**src/rtl/alu32.sv**
```systemverilog
// alu32: registered 32-bit, 8-function ALU (logic, add with carry, logical shifts, truncate)
module alu32 #(
  parameter int WIDTH = 32
) (
  input  logic             clk,
  input  logic             rst_n,
  input  logic [WIDTH-1:0] In1,
  input  logic [WIDTH-1:0] In2,
  input  logic             CI,
  input  logic [2:0]       A,
  output logic [WIDTH-1:0] FinalOut,
  output logic             CO
);
  logic [WIDTH:0]   sum;
  logic [WIDTH-1:0] result_d, result_q;
  logic             co_d, co_q;
  always_comb begin
    sum = {1'b0, In1} + {1'b0, In2} + {{WIDTH{1'b0}}, CI};
    result_d = '0;
    case (A)
      3'b000:  result_d = In1 & In2;
      3'b001:  result_d = In1 | In2;
      3'b010:  result_d = In1 ^ In2;
      3'b011:  result_d = ~In1;
      3'b100:  result_d = sum[WIDTH-1:0];
      3'b101:  result_d = In1 << In2[4:0];
      3'b110:  result_d = In1 >> In2[4:0];
      default: result_d = {{(WIDTH/2){1'b0}}, In1[WIDTH/2-1:0]};
    endcase
    co_d = (A == 3'b100) ? sum[WIDTH] : 1'b0;
  end
  always_ff @(posedge clk) begin
    if (!rst_n) begin
      result_q <= '0;
      co_q     <= 1'b0;
    end else begin
      result_q <= result_d;
      co_q     <= co_d;
    end
  end
  assign FinalOut = result_q;
  assign CO       = co_q;
endmodule

```
**config.mk**
```make
export PLATFORM = sky130hd
export DESIGN_NAME = alu32
export DESIGN_NICKNAME = d
export VERILOG_FILES = /design/src/rtl/alu32.sv
export SDC_FILE = /design/constraint.sdc
export NUM_CORES = 1
export LEC_CHECK = 0
export CORE_ASPECT_RATIO = 1.5
export CORE_MARGIN = 2
export CORE_UTILIZATION = 55
export CTS_BUF_LIST = sky130_fd_sc_hd__clkbuf_16
export CTS_CLUSTER_SIZE = 25
export DETAILED_ROUTE_END_ITERATION = 7
export GPL_TIMING_DRIVEN = 1
export MAX_ROUTING_LAYER = met4
export PLACE_DENSITY_LB_ADDON = 0.1
export SYNTH_ARGS = -nofsm -noshare
export SYNTH_HDL_FRONTEND = slang
export SYNTH_SLANG_ARGS = --single-unit
```
**constraint.sdc**
```tcl
create_clock -name clk -period 8.9 [get_ports clk]
set_clock_uncertainty 0.1 [all_clocks]
set_input_delay 2.67 -clock clk [delete_from_list [all_inputs] [get_ports clk]]
set_output_delay 2.67 -clock clk [all_outputs]
set_load 0.02 [all_outputs]
```
# Yosys cells after proc, flatten, opt, wreduce, memory -nomap -nowiden
# Cells that the tools add are included.
# totals
register_bits	33
in_bits	70
elab_cells	19
# classes
add_sub_neg	2
eq_ne	6
shift	2
n_mux	1
bitwise_logic	4
reduce_logical	2
# ops
op	count
$pmux W32 S7	1
$add A32 B32 Y33	1
$add A33 B1 Y33	1
$and A32 B32 Y32	1
$not A32 Y32	1
$or A32 B32 Y32	1
$shl A32 B5 Y32	1
$shr A32 B5 Y32	1
$xor A32 B32 Y32	1
$eq A3 B3 Y1 const B	3
$eq A3 B2 Y1 const B	2
$eq A3 B1 Y1 const B	1
$logic_not A3 Y1	1
$reduce_and A2 Y1	1

# Depth between registers and ports, before layout
# Gate-level depths: netlist of the first run.
# depth
word_depth	3
depth_mapped	14
ltp_nobuf	11

# Least setup slack after synthesis of the first run
# OpenSTA, ideal clock, no wires.
# synth_timing
kind	input to register
from	in In2[2]
to	reg result_q[24], in the netlist FinalOut[24]
setup_ps	127
arrival_time_ps	5297
t_required_ps	8673
path_slack_ps	3376
stages	13
n_path_buf	2
path_cell_list	inv_1 buf_2 buf_1 ha_1 a21o_1 a21o_1 a21oi_1 nand3_1 a31oi_2 o21bai_2 a221oi_1 mux2i_1 o21ai_0
# synth_between
elab_chain_len	3
elab_cells_between_ends	5
cone_classes	2 x add/sub; 2 x shift; 1 x mux
# synth_lines
element	line	source
start, declared	8	input logic [WIDTH-1:0] In2,
$add A32 B32 Y33	18	sum = {1'b0, In1} + {1'b0, In2} + {{WIDTH{1'b0}}, CI};
$add A33 B1 Y33	18	
$pmux W32 S7 (*)	20	case (A)
end signal, assigned	37	result_q <= result_d;
end, declared	15	logic [WIDTH-1:0] result_d, result_q;
# Every way passes the cells marked *; elsewhere a longest branch is shown, timed or not.
# A chain may end at the register's enable or synchronous reset.

# Final worst setup path of the first run
# layout_timing
from	in In2[1]
to	reg result_q[31], in the netlist FinalOut[31]
# Same word-level chain as after synthesis.

==> results.json, run 1 <==
{
  "wl_um": 31000,
  "num_vias": 8606,
  "status": "finished, final reports clean",
  "cts_resized": 0,
  "drv_cap": 0,
  "path_max_fanout": 45,
  "root_buffer": "clkbuf_16",
  "yosys-top-cells-area": "mux2i_1, ha_1, dfxtp_1, a21oi_1, nor2_1",
  "cp-start-kind": "input pin",
  "post-dp-hpwl_um": 23900,
  "drv_slew": 0,
  "dp.cells": 1269,
  "cp-end-kind": "flop",
  "synth_top_area_share_pct": 14.3,
  "cts_tree": "yes",
  "drive_gt1_share_pct": 5.56,
  "port_buffers": 102,
  "swShare_pct": 45.9,
  "worstMarginPinSlew_ps": 998,
  "die_h_um": 147,
  "die_area_sq_um": 14600,
  "post-route-util_pct": 63.8,
  "grt_pass1_wl_um": 46300,
  "synth-seq-cells": 33,
  "max_freq_mhz": 158,
  "ant_nets": 0,
  "power_density_nw_per_um2": 102,
  "comb_power_share_pct": 61.5,
  "cts.sinks": 33,
  "syn_avg_cell_area_sq_um": 7.01,
  "wire_per_inst_um": 24.2,
  "synth-seq-area-share_pct": 8.81,
  "crit_start": "In2[1]",
  "path_class": "input pin to flop",
  "synth_ff_type": "dfxtp_1",
  "vdd_drop_max_uv": 80.6,
  "synthArstFlopShare_pct": 0,
  "p_leak_nw": 3.85,
  "initial_core_util_pct": 55.9,
  "rsz0062_at_grt": "false",
  "drtIter0Drc": 930,
  "clockBufferDepth": 2,
  "drtPass1Iterations": 6,
  "fin_crit_sh_pct": 71.0,
  "fin_cells": 1277,
  "hold_viol_final": 0,
  "diodes": 0,
  "grt_pass1_vias": 7920,
  "grt-ovfl-total": 0,
  "ys_warn_count": 0,
  "post_cts_buffers": 0,
  "yosysUniqueCellTypes": 71,
  "period_needed_ps": 6320,
  "synth_common_cells": "nor2_1, mux2i_1, a21oi_1",
  "yosysMostFrequentCell": "nor2_1",
  "fin_tns_setup_ps": 0,
  "netlist_area_sq_um": 7490,
  "cts.hold.buffers_added": 0,
  "htreeDepth": 2,
  "rows": 52,
  "antenna_found_initial": 0,
  "pin_count": 103,
  "pwr-share-seq_pct": 19.0,
  "hold_class": "input pin to flop",
  "fillers": 1269,
  "synth_top_cell_by_area": "mux2i_1",
  "syn_inst": 1069,
  "syn_nets": 1206,
  "drc": 0,
  "cts_made_buffers": 5,
  "internal_power_w": 0.000471,
  "critical_path_arrival_ps": 6400,
  "grt_max_degree": 93,
  "setup_viol": 0,
  "fp.coreArea_sq_um": 13400,
  "maxSlewHeadroom_pct": 33.4,
  "holdCritStartpoint": "In2[0]",
  "grt_use_total_pct": 42.7,
  "gp_congestion": 1.06,
  "p_sw_w": 0.000400,
  "pwr-share-clk_pct": 19.5,
  "fin_nets": 1251,
  "routed_via_density": 6.74,
  "path_clk_slew_ps": 60,
  "syn_to_final_growth_pct": 14.1,
  "die_x_um": 99.3,
  "synth_edf_count": 0,
  "required_ps": 8980
}
-- path summary, 6_finish.rpt --
path / endpoint / cells after the start
hold / removal: FinalOut[0]$_SDFF_PN0_ / 6
setup / recovery: FinalOut[31]$_SDFF_PN0_ / 13
-- flip-flops by register name, indices dropped and copies added, names as in the netlist --
register	flops
FinalOut	32
CO	1
-- final cells by class --
type | instances | area [sq um] | share of cell area [%]
multi-input combinational | 882 | 6160 | 72.1
timing repair buffer | 116 | 1100 | 12.9
sequential | 33 | 661 | 7.72
inverter | 76 | 285 | 3.34
tap | 162 | 203 | 2.37
clock buffer | 5 | 125 | 1.46
clock inverter | 3 | 13.8 | 0.161
-- cells in the final DEF (no fill, tap or decap), types with 4 or more instances in the layout --
cell             instances
a21oi_1                 95
a211o_1                  4
nor4_1                   4
o21ai_0                 87
and2_1                   4
a21o_1                  27
nand4_1                  4
a211oi_1                10
clkbuf_16                5
a221o_1                  6
nand2_1                 89
a221oi_1                12
nand2b_1                24
o21a_1                   5
buf_4                   14
ha_1                    65
o22a_1                   5
nor3_1                  19
inv_1                   75
clkdlybuf4s50_1         97
buf_2                    5
xor2_1                  10
or3_1                    6
and3_1                   6
mux4_2                  17
nor2_1                 125
a31oi_1                 22
o22ai_1                 29
o221ai_1                 6
mux2i_1                107
xnor2_1                 12
mux2_2                   6
a22oi_1                  4
o21ai_1                 12
dfxtp_1                 33
o21bai_1                 5
nand3_1                 14
-- layer usage --
metal / vias up / routed length, um / GRT usage (%) / share of wire [%]
met5: - / 0 / - / 0
met4: 0 / 3160 / 32.7 / 10
met3: 152 / 2390 / 5.14 / 7.7
met2: 532 / 14800 / 69.2 / 48
met1: 3957 / 10600 / 47.0 / 34
li1: 3965 / - / - / -
-- power groups by stage --
stage	clock, W	sequential [W]	combinational [W]
floorplan	0	0.000184	0.000323
global placement	0	0.000168	0.000514
detailed placement	0	0.000168	0.000517
CTS	0.000167	0.000165	0.000520
global route	0.000174	0.000166	0.000569
finish	0.000170	0.000165	0.000536
-- logic make-up (layout without fill, tap and decap cells) --
logic type,Yosys count,count (layout),share of synthesized area (%)
AND/OR/NAND/NOR,306,306,18.0
XOR/XNOR,22,22,2.57
adder cells (fa/ha/maj),67,67,11.4
multiplexers,130,130,20.3
buffers and inverters,154,200,9.00
flip-flops,33,33,8.81
AO/OA/AOI/OAI,357,357,30.0
-- worst max-delay path, stage by stage --
cell and delay [ps]:
buf_2 90, buf_4 280, inv_2 790, ha_1 410, a211oi_1 420, o21ai_1 220
nand3_1 160, nand3_1 180, a31oi_1 350, a221oi_2 140, a211oi_1 290, mux2i_1 120
o31a_1 240
-- metrics by stage --
stage               setup WS [ps]  area (sq um)  total power [W]  hold WS (ps)
global route                 2360          8550         0.000910          2960
detailed placement           2400          8410         0.000685          3180
finish                       2580          8550         0.000871          2900
CTS                          2670          8550         0.000852          2900
global placement             2480          8410         0.000683          3180
floorplan                    3380          7490         0.000508          2740
Power figures use the tool's default switching activity.
==> run 2, diff against run 1 <==
--- a/config.mk
+++ b/config.mk
@@ -7,7 +7,7 @@
 export LEC_CHECK = 0
 export CORE_ASPECT_RATIO = 1.5
 export CORE_MARGIN = 2
-export CORE_UTILIZATION = 55
+export CORE_UTILIZATION = 52
 export CTS_BUF_LIST = sky130_fd_sc_hd__clkbuf_16
 export CTS_CLUSTER_SIZE = 25
 export DETAILED_ROUTE_END_ITERATION = 7
==> constraint.sdc (replaced) <==
create_clock -name clk -period 5.3 [get_ports clk]
set_clock_uncertainty 0.1 [all_clocks]
set_input_delay 1.59 -clock clk [delete_from_list [all_inputs] [get_ports clk]]
set_output_delay 1.59 -clock clk [all_outputs]
set_load 0.02 [all_outputs]
==> run 2 against run 1 <==
Compared with the run above: cell area rose by 3.7%; critical path depth fell by 1; critical path type unchanged; routed wire length rose by 4.6%; cell count rose by 4.6%; sequential power rose by 68%; via count rose by 2.0%.
==> results.json, run 2 (synthesis results as in run 1) <==
{
  "die_h_um": 151,
  "htreeDepth": 2,
  "clockBufferDepth": 2,
  "fillers": 1351,
  "ant_nets": 0,
  "post-route-util_pct": 63.1,
  "cp_num_cells": 12,
  "max_freq_mhz": 211,
  "die_area_sq_um": 15400,
  "power_density_nw_per_um2": 176,
  "initial_core_util_pct": 53.3,
  "setup_viol": 0,
  "cp-start-kind": "input pin",
  "grt_max_degree": 93,
  "routed_via_density": 6.57,
  "die_x_um": 102,
  "drtIter0Drc": 875,
  "grt_use_total_pct": 42.8,
  "drc": 0,
  "final_common_cell": "nor2_1",
  "wire_per_inst_um": 24.2,
  "port_buffers": 102,
  "worstMarginPinSlew_ps": 1390,
  "p_sw_w": 0.000699,
  "rsz0062_at_grt": "false",
  "internal_power_w": 0.000860,
  "path_clk_slew_ps": 70,
  "fin_tns_setup_ps": 0,
  "final_cell_mix": "nor2_1, mux2i_1, clkdlybuf4s50_1",
  "cp_cell_sequence": "clkdlybuf4s50_1 > fa_1 > fa_1 > a21o_1 > a21o_1 > a21oi_1 > nand3_1 > a31oi_2 > o21bai_2 > a221oi_1 > mux2i_1 > o21ai_0",
  "status": "finished, final reports clean",
  "diodes": 0,
  "grtUsageMet1_pct": 43.9,
  "hold_viol_final": 0,
  "cts.hold.buffers_added": 0,
  "fin_cells": 1336,
  "cts_made_buffers": 5,
  "grt_pass1_vias": 8351,
  "fin_nets": 1280,
  "fp.coreArea_sq_um": 14100,
  "gp_congestion": 1.08,
  "top_usage_layer": "met2",
  "rows": 53,
  "cts.sinks": 33,
  "wl_um": 32400,
  "power_w": 0.00156,
  "cp-endpoint": "FinalOut[24]$_SDFF_PN0_",
  "dp.cells": 1328,
  "fin_crit_sh_pct": 89.5,
  "drtPass1Iterations": 8,
  "period_needed_ps": 4740,
  "syn_to_final_growth_pct": 18.3,
  "pin_count": 103,
  "maxSlewHeadroom_pct": 6.94,
  "root_buffer": "clkbuf_16",
  "comb_power_share_pct": 59.2,
  "pwr-share-seq_pct": 17.7,
  "hold_class": "input pin to flop",
  "vdd_drop_max_uv": 150,
  "p_leak_nw": 4.00,
  "cp_slowest_cell": "fa_1",
  "drv_cap": 0,
  "slowest_delay_ps": 480,
  "post-dp-hpwl_um": 25400,
  "critPathTopFamily": "compound AO/OA/AOI/OAI gates",
  "required_ps": 5360,
  "crit_start": "CI",
  "pwr-share-clk_pct": 23.0,
  "grt-ovfl-total": 0,
  "cp-end-kind": "flop",
  "post_cts_buffers": 0,
  "critical_path_arrival_ps": 4800,
  "largest_reg_flops": 32,
  "num_vias": 8780,
  "fin_hold_ws_ps": 1900,
  "cts_resized": 0,
  "swShare_pct": 44.8,
  "cp_num_buf_inv": 1,
  "path_max_fanout": 5,
  "cts_tree": "yes",
  "antenna_found_initial": 0,
  "grt_use_met3_pct": 5.86,
  "path_class": "input pin to flop",
  "grtUsageMet2_pct": 71.5,
  "grt_pass1_wl_um": 48100,
  "drv_slew": 0,
  "drive_gt1_share_pct": 8.04
}
-- run 2: cell types whose count changed in the layout (fill, tap and decap cells not counted) --
cell,previous run,this run
buf_4,14,41
buf_12,0,2
clkinv_2,2,0
bufinv_16,0,1
clkinv_4,0,1
clkinvlp_4,0,1
inv_1,75,74
-- run 2: area by class of cell --
| class | instances | area (sq um) | share of cell area [%] |
|---|---|---|---|
| clock inverter | 3 | 46.3 | 0.522 |
| inverter | 76 | 285 | 3.22 |
| sequential | 33 | 661 | 7.45 |
| tap | 192 | 240 | 2.71 |
| clock buffer | 5 | 125 | 1.41 |
| multi-input combinational | 882 | 6160 | 69.5 |
| timing repair buffer | 145 | 1340 | 15.2 |
-- run 2: power groups by stage --
stage	Combinational [W]	Clock (W)	Sequential (W)
3_5_place_dp	0.000890	0	0.000283
4_1_cts	0.000897	0.000352	0.000277
2_1_floorplan	0.000542	0	0.000310
5_1_grt	0.000976	0.000364	0.000278
6_report	0.000924	0.000359	0.000277
3_3_place_gp	0.000886	0	0.000282
-- run 2: per-layer routing --
metal	routed length [um]	up-vias
li1	-	4031
met1	11200	4006
met2	15400	546
met3	2210	197
met4	3540	0
met5	0	-
-- run 2: how the worst min path moves through the flow --
stage,startpoint,cells past startpoint,to,slack [ps]
2_1_floorplan,In1[10],2,FinalOut[10]$_SDFF_PN0_,1660
3_3_place_gp,In2[0],6,FinalOut[0]$_SDFF_PN0_,2190
3_5_place_dp,In2[0],6,FinalOut[0]$_SDFF_PN0_,2200
4_1_cts,In2[0],6,FinalOut[0]$_SDFF_PN0_,1910
5_1_grt,In2[0],6,FinalOut[0]$_SDFF_PN0_,1970
6_report,In2[0],6,FinalOut[0]$_SDFF_PN0_,1900
-- run 2: through the flow --
stage               setup WS [ps]  cell area (sq um)
floorplan                     856               7490
finish                        558               8870
CTS                           528               8870
detailed placement            244               8690
global route                  316               8870
global placement              272               8690
-- run 2: tightest hold or removal path: cells and delay by family --
family                   cells  cell delay [ps]
AND/OR/NAND/NOR              2              120
adder cells (fa/ha/maj)      1              180
AO/OA/AOI/OAI                2              230
buffers and inverters        1              120
